===== src/rtl/fifo_wr_arbiter_if.sv =====
`default_nettype none
// ============================================================================
// Module      : fifo_wr_arbiter_if
// Description : Requester/FIFO write-side bundle shared by the write arbiter.
// Revision    : 1.0 - initial release
// ============================================================================
interface fifo_wr_arbiter_if #(
    parameter int NUM_REQ    = 4,
    parameter int DATA_WIDTH = 8,
    parameter int GID_W      = (NUM_REQ > 1) ? $clog2(NUM_REQ) : 1
);
    logic [NUM_REQ-1:0]            req_valid;
    logic [NUM_REQ*DATA_WIDTH-1:0] req_data;
    logic [NUM_REQ-1:0]            req_last;
    logic [NUM_REQ-1:0]            req_ready;
    logic                          full;
    logic                          winc;
    logic [DATA_WIDTH-1:0]         wdata;
    logic [GID_W-1:0]              grant_id;
    logic                          busy;
    logic [15:0]                   stall_cnt;

    modport master (
        output req_valid, req_data, req_last, full,
        input  req_ready, winc, wdata, grant_id, busy, stall_cnt
    );

    modport slave (
        input  req_valid, req_data, req_last, full,
        output req_ready, winc, wdata, grant_id, busy, stall_cnt
    );
endinterface
`default_nettype wire


===== src/rtl/fifo_wr_arbiter.sv =====
`default_nettype none
// ============================================================================
// Module      : fifo_wr_arbiter
// Description : Round-robin burst arbiter sharing one FIFO write port, full-gated.
// Revision    : 1.0 - initial release
// ============================================================================
module fifo_wr_arbiter #(
    parameter int NUM_REQ    = 4,
    parameter int DATA_WIDTH = 8,
    parameter int MAX_BURST  = 8
) (
    input  logic              wclk,
    input  logic              wrst_n,
    fifo_wr_arbiter_if.slave  bus
);
    localparam int GID_W = (NUM_REQ > 1) ? $clog2(NUM_REQ) : 1;

    typedef enum logic [0:0] {
        IDLE = 1'b0,
        LOCK = 1'b1
    } state_t;

    state_t           state_q;
    logic [GID_W-1:0] grant_id_q;
    logic [GID_W-1:0] rr_ptr_q;
    logic             busy_q;
    logic [7:0]       beat_cnt_q;
    logic [15:0]      stall_cnt_q;

    logic [GID_W-1:0] w_pick;
    logic [GID_W-1:0] w_idx;
    logic [GID_W-1:0] w_rr_next;
    logic             w_owner_valid;
    logic             w_accept;
    logic             w_burst_end;
    logic             w_release;

    // Scan downward so the candidate closest to rr_ptr overwrites the others.
    always_comb begin
        w_pick = '0;
        w_idx  = '0;
        for (int k = NUM_REQ - 1; k >= 0; k--) begin
            w_idx = GID_W'((int'(rr_ptr_q) + k) % NUM_REQ);
            if (bus.req_valid[w_idx]) begin
                w_pick = w_idx;
            end
        end
    end

    assign w_owner_valid = bus.req_valid[grant_id_q];
    assign w_accept      = (state_q == LOCK) && w_owner_valid && !bus.full;
    assign w_burst_end   = (beat_cnt_q == 8'(MAX_BURST - 1));
    assign w_release     = !w_owner_valid
                         || (w_accept && (bus.req_last[grant_id_q] || w_burst_end));
    assign w_rr_next     = (grant_id_q == GID_W'(NUM_REQ - 1)) ? '0 : grant_id_q + 1'b1;

    always_comb begin
        bus.req_ready = '0;
        bus.wdata     = '0;
        if (state_q == LOCK) begin
            bus.req_ready[grant_id_q] = !bus.full;
            bus.wdata = bus.req_data[grant_id_q * DATA_WIDTH +: DATA_WIDTH];
        end
    end

    assign bus.winc      = w_accept;
    assign bus.grant_id  = grant_id_q;
    assign bus.busy      = busy_q;
    assign bus.stall_cnt = stall_cnt_q;

    always_ff @(posedge wclk or negedge wrst_n) begin
        if (!wrst_n) begin
            state_q     <= IDLE;
            grant_id_q  <= '0;
            rr_ptr_q    <= '0;
            busy_q      <= 1'b0;
            beat_cnt_q  <= '0;
            stall_cnt_q <= '0;
        end else begin
            case (state_q)
                IDLE: begin
                    if (|bus.req_valid) begin
                        grant_id_q <= w_pick;
                        busy_q     <= 1'b1;
                        beat_cnt_q <= '0;
                        state_q    <= LOCK;
                    end
                end
                LOCK: begin
                    if (w_owner_valid && bus.full && (stall_cnt_q != 16'hFFFF)) begin
                        stall_cnt_q <= stall_cnt_q + 16'd1;
                    end
                    if (w_accept) begin
                        beat_cnt_q <= beat_cnt_q + 8'd1;
                    end
                    // grant_id is left untouched on release so the last owner stays visible.
                    if (w_release) begin
                        state_q  <= IDLE;
                        busy_q   <= 1'b0;
                        rr_ptr_q <= w_rr_next;
                    end
                end
                default: state_q <= IDLE;
            endcase
        end
    end
endmodule
`default_nettype wire


===== src/flat_wrapper.sv =====
// flat-port wrapper written by rule: the top's interface ports become plain ports
module fifo_wr_arbiter_flat 
#(
    parameter int NUM_REQ    = 4,
    parameter int DATA_WIDTH = 8,
    parameter int MAX_BURST  = 8
)
  (wclk, wrst_n, bus_req_valid, bus_req_data, bus_req_last, bus_full, bus_req_ready, bus_winc, bus_wdata, bus_grant_id, bus_busy, bus_stall_cnt);
  fifo_wr_arbiter_if #(.NUM_REQ(NUM_REQ), .DATA_WIDTH(DATA_WIDTH)) bus_i ();
  input  logic wclk;
  input  logic wrst_n;
  input wire logic [$bits(bus_i.req_valid)-1:0] bus_req_valid;
  input wire logic [$bits(bus_i.req_data)-1:0] bus_req_data;
  input wire logic [$bits(bus_i.req_last)-1:0] bus_req_last;
  input wire logic [$bits(bus_i.full)-1:0] bus_full;
  output wire logic [$bits(bus_i.req_ready)-1:0] bus_req_ready;
  output wire logic [$bits(bus_i.winc)-1:0] bus_winc;
  output wire logic [$bits(bus_i.wdata)-1:0] bus_wdata;
  output wire logic [$bits(bus_i.grant_id)-1:0] bus_grant_id;
  output wire logic [$bits(bus_i.busy)-1:0] bus_busy;
  output wire logic [$bits(bus_i.stall_cnt)-1:0] bus_stall_cnt;
  assign bus_i.req_valid = bus_req_valid;
  assign bus_i.req_data = bus_req_data;
  assign bus_i.req_last = bus_req_last;
  assign bus_i.full = bus_full;
  assign bus_req_ready = bus_i.req_ready;
  assign bus_winc = bus_i.winc;
  assign bus_wdata = bus_i.wdata;
  assign bus_grant_id = bus_i.grant_id;
  assign bus_busy = bus_i.busy;
  assign bus_stall_cnt = bus_i.stall_cnt;
  fifo_wr_arbiter #(.NUM_REQ(NUM_REQ), .DATA_WIDTH(DATA_WIDTH), .MAX_BURST(MAX_BURST)) u_core (.wclk(wclk), .wrst_n(wrst_n), .bus(bus_i));
endmodule

===== config.mk =====
export PLATFORM = sky130hd
export DESIGN_NAME = fifo_wr_arbiter_flat
export DESIGN_NICKNAME = d
export VERILOG_FILES = /design/src/rtl/fifo_wr_arbiter_if.sv /design/src/rtl/fifo_wr_arbiter.sv /design/src/flat_wrapper.sv
export SDC_FILE = /design/constraint.sdc
export NUM_CORES = 1
export LEC_CHECK = 0
export BUFFER_PORTS_ARGS = -buffer_cell sky130_fd_sc_hd__clkbuf_2
export CORE_MARGIN = 2
export CORE_UTILIZATION = 43
export DETAILED_ROUTE_END_ITERATION = 6
export MAX_ROUTING_LAYER = met4
export PLACE_DENSITY = 0.83
export REMOVE_ABC_BUFFERS = 1
export SYNTH_ARGS = -nofsm -noshare
export SYNTH_HDL_FRONTEND = slang
export SYNTH_SLANG_ARGS = --single-unit

===== constraint.sdc =====
create_clock -name wclk -period 2 [get_ports wclk]
set_input_delay 0.2 -clock wclk [delete_from_list [all_inputs] [get_ports wclk]]
set_output_delay 0.2 -clock wclk [all_outputs]
set_load 0.05 [all_outputs]

== Word-level counts from Yosys, hierarchy flattened ==
Index checks and enable logic that the tools add are counted.

* $add $sub $neg: 6
* Order comparisons: 6
* Equality and inequality tests: 6
* Shift-type cells: 1
* Mux-type cells: 30
* Bitwise logic cells: 2
* Reduce and logical (&&, ||, !) cells: 16

{| class="wikitable"
|+ Operators by type and width
! kind !! count
|-
| $shiftx 32x6->8 || 1
|-
| $mux 8 || 3
|-
| $add 16x1->16 const B || 1
|-
| $ne 16x16->1 const B || 1
|-
| $pmux 8 s2 || 1
|-
| $lt 2x3->1 const B || 5
|-
| $bmux 1 s2 || 6
|-
| $mux 1 || 11
|-
| $mux 2 || 5
|-
| $reduce_and 2->1 || 5
|-
| $add 8x1->8 const B || 1
|-
| $eq 8x3->1 const B || 1
|-
| $logic_and 1x1->1 || 6
|-
| $add 2x1->2 const B || 2
|-
| $add 2x2->2 const B || 2
|-
| $and 4x4->4 || 1
|-
| $mux 4 || 1
|-
| $ne 2x2->1 const B || 2
|-
| $pmux 1 s2 || 2
|-
| $reduce_or 4->1 || 1
|-
| $demux 1 s2 || 1
|-
| $eq 2x2->1 const B || 1
|-
| $ge 2x1->1 const B || 1
|-
| $logic_not 1->1 || 2
|-
| 3 further kinds || 4
|}

* Bits in registers: 30
* Input bits: 43
* Word-level logic and storage cells: 73

== Longest topological paths before layout ==
* Word-level depth: 8
* Depth in mapped cells: 7
* Gate-level depth less buffers: 6

== Worst setup path before layout ==
No wires, ideal clock.

* Path type: reg-to-reg
* From: register u_core.stall_cnt_q[0] (netlist: u_core.bus.stall_cnt[0])
* To: register u_core.stall_cnt_q[1] (netlist: u_core.bus.stall_cnt[1])
* Arrival: 2,192 ps
* Data required time: 1,872 ps
* Slack: -320 ps
* Cell stages (with the launch flop): 7
* Buffers on the path: 1
* Cell sequence: dfrtp_1 > ha_1 > inv_1 > or4_4 > o21ai_4 > buf_6 > mux2_1

* Longest elaborated chain between the ends: 3

{| class="wikitable"
|+ Ends and longest elaborated chain
! element !! line !! RTL
|-
| from (decl) || fifo_wr_arbiter.sv:28 || <nowiki>logic [15:0] stall_cnt_q;</nowiki>
|-
| from (signal assigned) || fifo_wr_arbiter.sv:91 || <nowiki>stall_cnt_q <= stall_cnt_q + 16'd1;</nowiki>
|-
| parallel branches: the longest is 3 deep, another holds $add 16x1->16 || - ||
|}

Several ways; the timed one is not identified.
A chain may end at the register's enable or synchronous reset.

== Worst setup path after layout ==
* From: register u_core.grant_id_q[0] (netlist: u_core.bus.grant_id[0])
* To: output port bus_wdata[0]

* Longest elaborated chain between the ends: 2

{| class="wikitable"
|+ Ends and longest elaborated chain
! element !! line !! RTL
|-
| from (decl) || fifo_wr_arbiter.sv:24 || <nowiki>logic [GID_W-1:0] grant_id_q;</nowiki>
|-
| from (signal assigned) || fifo_wr_arbiter.sv:83 || <nowiki>grant_id_q <= w_pick;</nowiki>
|-
| $shiftx 32x6->8 || fifo_wr_arbiter.sv:62 || <nowiki>bus.wdata = bus.req_data[grant_id_q * DATA_WIDTH +: DATA_WIDTH];</nowiki>
|-
| $mux 8 || fifo_wr_arbiter.sv:60 || <nowiki>if (state_q == LOCK) begin</nowiki>
|-
| to (decl) || flat_wrapper.sv:18 || <nowiki>output wire logic [$bits(bus_i.wdata)-1:0] bus_wdata;</nowiki>
|}

Every way passes these cells.

==> summary.md <==
| Metric | Value |
|---|---|
| Status | finished, violations left |
| Violated checks | negative hold slack |
| Most frequent cell after synthesis | dfrtp_1 |
| Max-Cap Viols | 0 |
| Placer Congestion | about 0.86 |
| Antenna Nets Post-Route | 0 |
| Synth cell types | 38 |
| Synth async-reset ratio | 100% |
| Vias per cell | ~5.3 |
| Critical path's slowest cell | mux4_2 |
| Setup Viol. Count Final | 0 |
| Worst-path clk slew | around 60 ps |
| Nature of the critical path startpoint | register |
| Setup TNS Final | 0 ps |
| Initial Util | approximately 45% |
| GRT overflow | 0 |
| FILL cells | between 300 and 400 |
| Placement Rows | 23 |
| Pin slew with the least headroom to its limit | approximately 720 ps |
| CTS Root Cell | clkbuf_8 |
| Pre-antenna DRT Iters | 5 |
| Antenna cell count | 0 |
| CP Launch Point | u_core.bus.grant_id[0] |
| Synth warnings | 0 |
| 1st-iter DRT viols | between 100 and 150 |
| Initial antenna violation count | 0 |
| Number of synthesized flops with an enable pin | 0 |
| Max-slew violations | 0 |
| Netlist Area Pre-Place | roughly 0.0018 sq mm |
| Post-synthesis average cell area | approximately 11 sq um |
| Top_reg_cell synth | dfrtp_1 |
| Final WS setup | roughly 70 ps |
| Worst Reg2Reg Path Length in Cells | 5 |
| First-pass GRT wire length | just under 8000 um |
| Sequential area share after synthesis | about two fifths |
| Fin nets | 318 |
| Largest cells by area after synthesis | dfrtp_1 41%, mux4_2 12%, xor2_1 6.2% |
| Clk_skew | ~3.8 ps |
| Port Buffers | 74 |
| Worst r2r src | u_core.bus.stall_cnt[0] |
| CTS H-tree depth | 2 |
| Largest net degree at the start of global routing | 31 |
| Die W | between 60 and 70 um |
| RSZ-0062 raised after global routing | false |
| Data required, critical path | about 1800 ps |
| FF+latch count, synth | 30 |
| Post-Synthesis Cells | 174 |
| Largest area contributor in the netlist | dfrtp_1 |
| Top Ports | 75 |
| Critical path fanouts, max | 14 |
| Die Span Y | 69.5 um |
| CTS tree | built |
| Clock sink total | 30 |
| Worst-Skew Late Latency | ~270 ps |
| Utilization after layout | between 60% and 70% |
| Via count | about 1.7k |
| Post-placement setup slack | about 56 ps |
| Max clock buf depth | 2 |
| Max Clk Rate | 518 MHz |
| Final hold vios | 30 |
| Total GRT Usage | between 20 and 25% |
| Total Power | 0.00334 W |
| Worst VDD drop | between 0.9 and 1 mV |
| Final WL | between 4000 and 5000 um |
| Hold crit path type | input pin to async pin |
| Core area | approximately 0.004 sq mm |
| Post-CTS Hold Fix Bufs | 0 |
| WHS | -30.2 ps |
| Die Area | about 0.0048 sq mm |
| Dpl hpwl | 3640 um |
| Crit Path Category | register to primary output |
| CTS Buf Count | 5 |
| Post-synth top area share | between 40% and 50% |
| CP Data Arrival Time | roughly 1700 ps |
| Crit-path cells | buf_12, mux4_2, and2_1, clkbuf_2 |
| Crit. End Element | primary output |
| Layout cells sized above 1 | around 45% |
| Number of global-route vias before repair | 1,735 |
| PwrDens | 1340 mW/mm^2 |
| Share of the clock period used by the worst path | roughly 97% |
| Most frequent cells after synthesis | 30 x dfrtp_1, 17 x nor2_1, 14 x nand2_1 |
| Crit-path max cell delay | a little under 500 ps |
| DR WL/cell | ~14 um |
| Synthesis-to-layout area growth | 35.7% |
| Max-Slew Margin vs Limit | 51.8% |
| Detailed-route DRC error count | 0 |
| Static leakage | 1.30 nW |
| Tmin final | 1930 ps |
per-stage QoR:
| stage | hold slack [ps] | area, sq um | instances |
|---|---|---|---|
| after global routing | 50.3 | 2500 | 320 |
| after CTS | 0.793 | 2470 | 316 |
| final | -30.2 | 2500 | 320 |
| after detailed placement | 297 | 2370 | 308 |
| after floorplan | -95.6 | 1820 | 170 |
| after global placement | 290 | 2370 | 308 |
metal layers:
metal | up-vias | global-route usage (%) | routed length (um)
li1 | 808 | - | -
met1 | 821 | 24.4 | 1900
met2 | 56 | 34.8 | 2410
met3 | 13 | 4.80 | 187
met4 | 0 | 7.84 | 103
met5 | - | - | 0
power by group:
| part | switching [W] | total (W) | internal, W |
|---|---|---|---|
| clock | 0.000208 | 0.000485 | 0.000277 |
| combinational | 0.00124 | 0.00197 | 0.000727 |
| sequential | 0.000145 | 0.000886 | 0.000741 |
| total | 0.00160 | 0.00334 | 0.00174 |
layout by cell type, fill, tap and decap left out, types with 3 or more instances in the layout:
cell and count:
buf_4 17, clkbuf_2 68, ha_1 6, xnor2_1 6
o21ai_0 5, nand3_1 13, and2_1 12, clkbuf_8 6
dfrtp_1 28, nand2_1 14, xor2_1 13, mux4_2 10
buf_2 3, inv_1 8, nor2_1 17, and3_1 5
nand4_1 3
cell families (layout without fill, tap and decap cells):
group | after synthesis | count (layout) | share of synthesized area, %
AND/OR/NAND/NOR | 78 | 78 | 22.8
adder cells (fa/ha/maj) | 6 | 6 | 4.07
buffers and inverters | 12 | 107 | 2.99
multiplexers | 13 | 13 | 14.1
AO/OA/AOI/OAI | 16 | 17 | 6.31
flip-flops | 30 | 30 | 40.7
XOR/XNOR | 19 | 19 | 9.03
critical path: cells and delay by family, from the launching register on:
| kind | cells | cell delay, ps |
|---|---|---|
| buf+inv | 2 | 390 |
| flops | 1 | 400 |
| mux | 1 | 490 |
| simple gates | 1 | 170 |
worst paths after layout:
path                                       endpoint  slack (ps)
min in group wclk            u_core.bus.grant_id[1]         320
max in group asynchronous    u_core.bus.grant_id[0]        1530
setup / recovery                       bus_wdata[0]          70
hold / removal             u_core.bus.stall_cnt[14]         -30
setup reg to reg            u_core.bus.stall_cnt[1]         110
hold reg to reg             u_core.bus.stall_cnt[8]         500
cell type report:
cell class | instances | area [sq um] | area share (%)
clock buffer | 7 | 86.3 | 3.45
clock inverter | 1 | 5.00 | 0.200
inverter | 8 | 30.0 | 1.20
multi-input combinational | 133 | 1050 | 41.8
sequential | 30 | 753 | 30.1
tap | 50 | 62.6 | 2.50
timing repair buffer | 91 | 518 | 20.7
state kept, by name (all words and copies together) (netlist names):
name and cells:
u_core.state_q 1, u_core.bus.grant_id 2, u_core.bus.stall_cnt 16, u_core.rr_ptr_q 2, u_core.beat_cnt_q 8, u_core.bus.busy 1
what timing repair did:
action	4_1_cts	5_1_grt
gates cloned	0	1
pin swaps	0	1
hold endpoints to repair	0	0
buffers inserted	0	3
gates resized for setup	3	6
endpoints found under the setup margin	3	14
(Power assumes the default switching activity.)
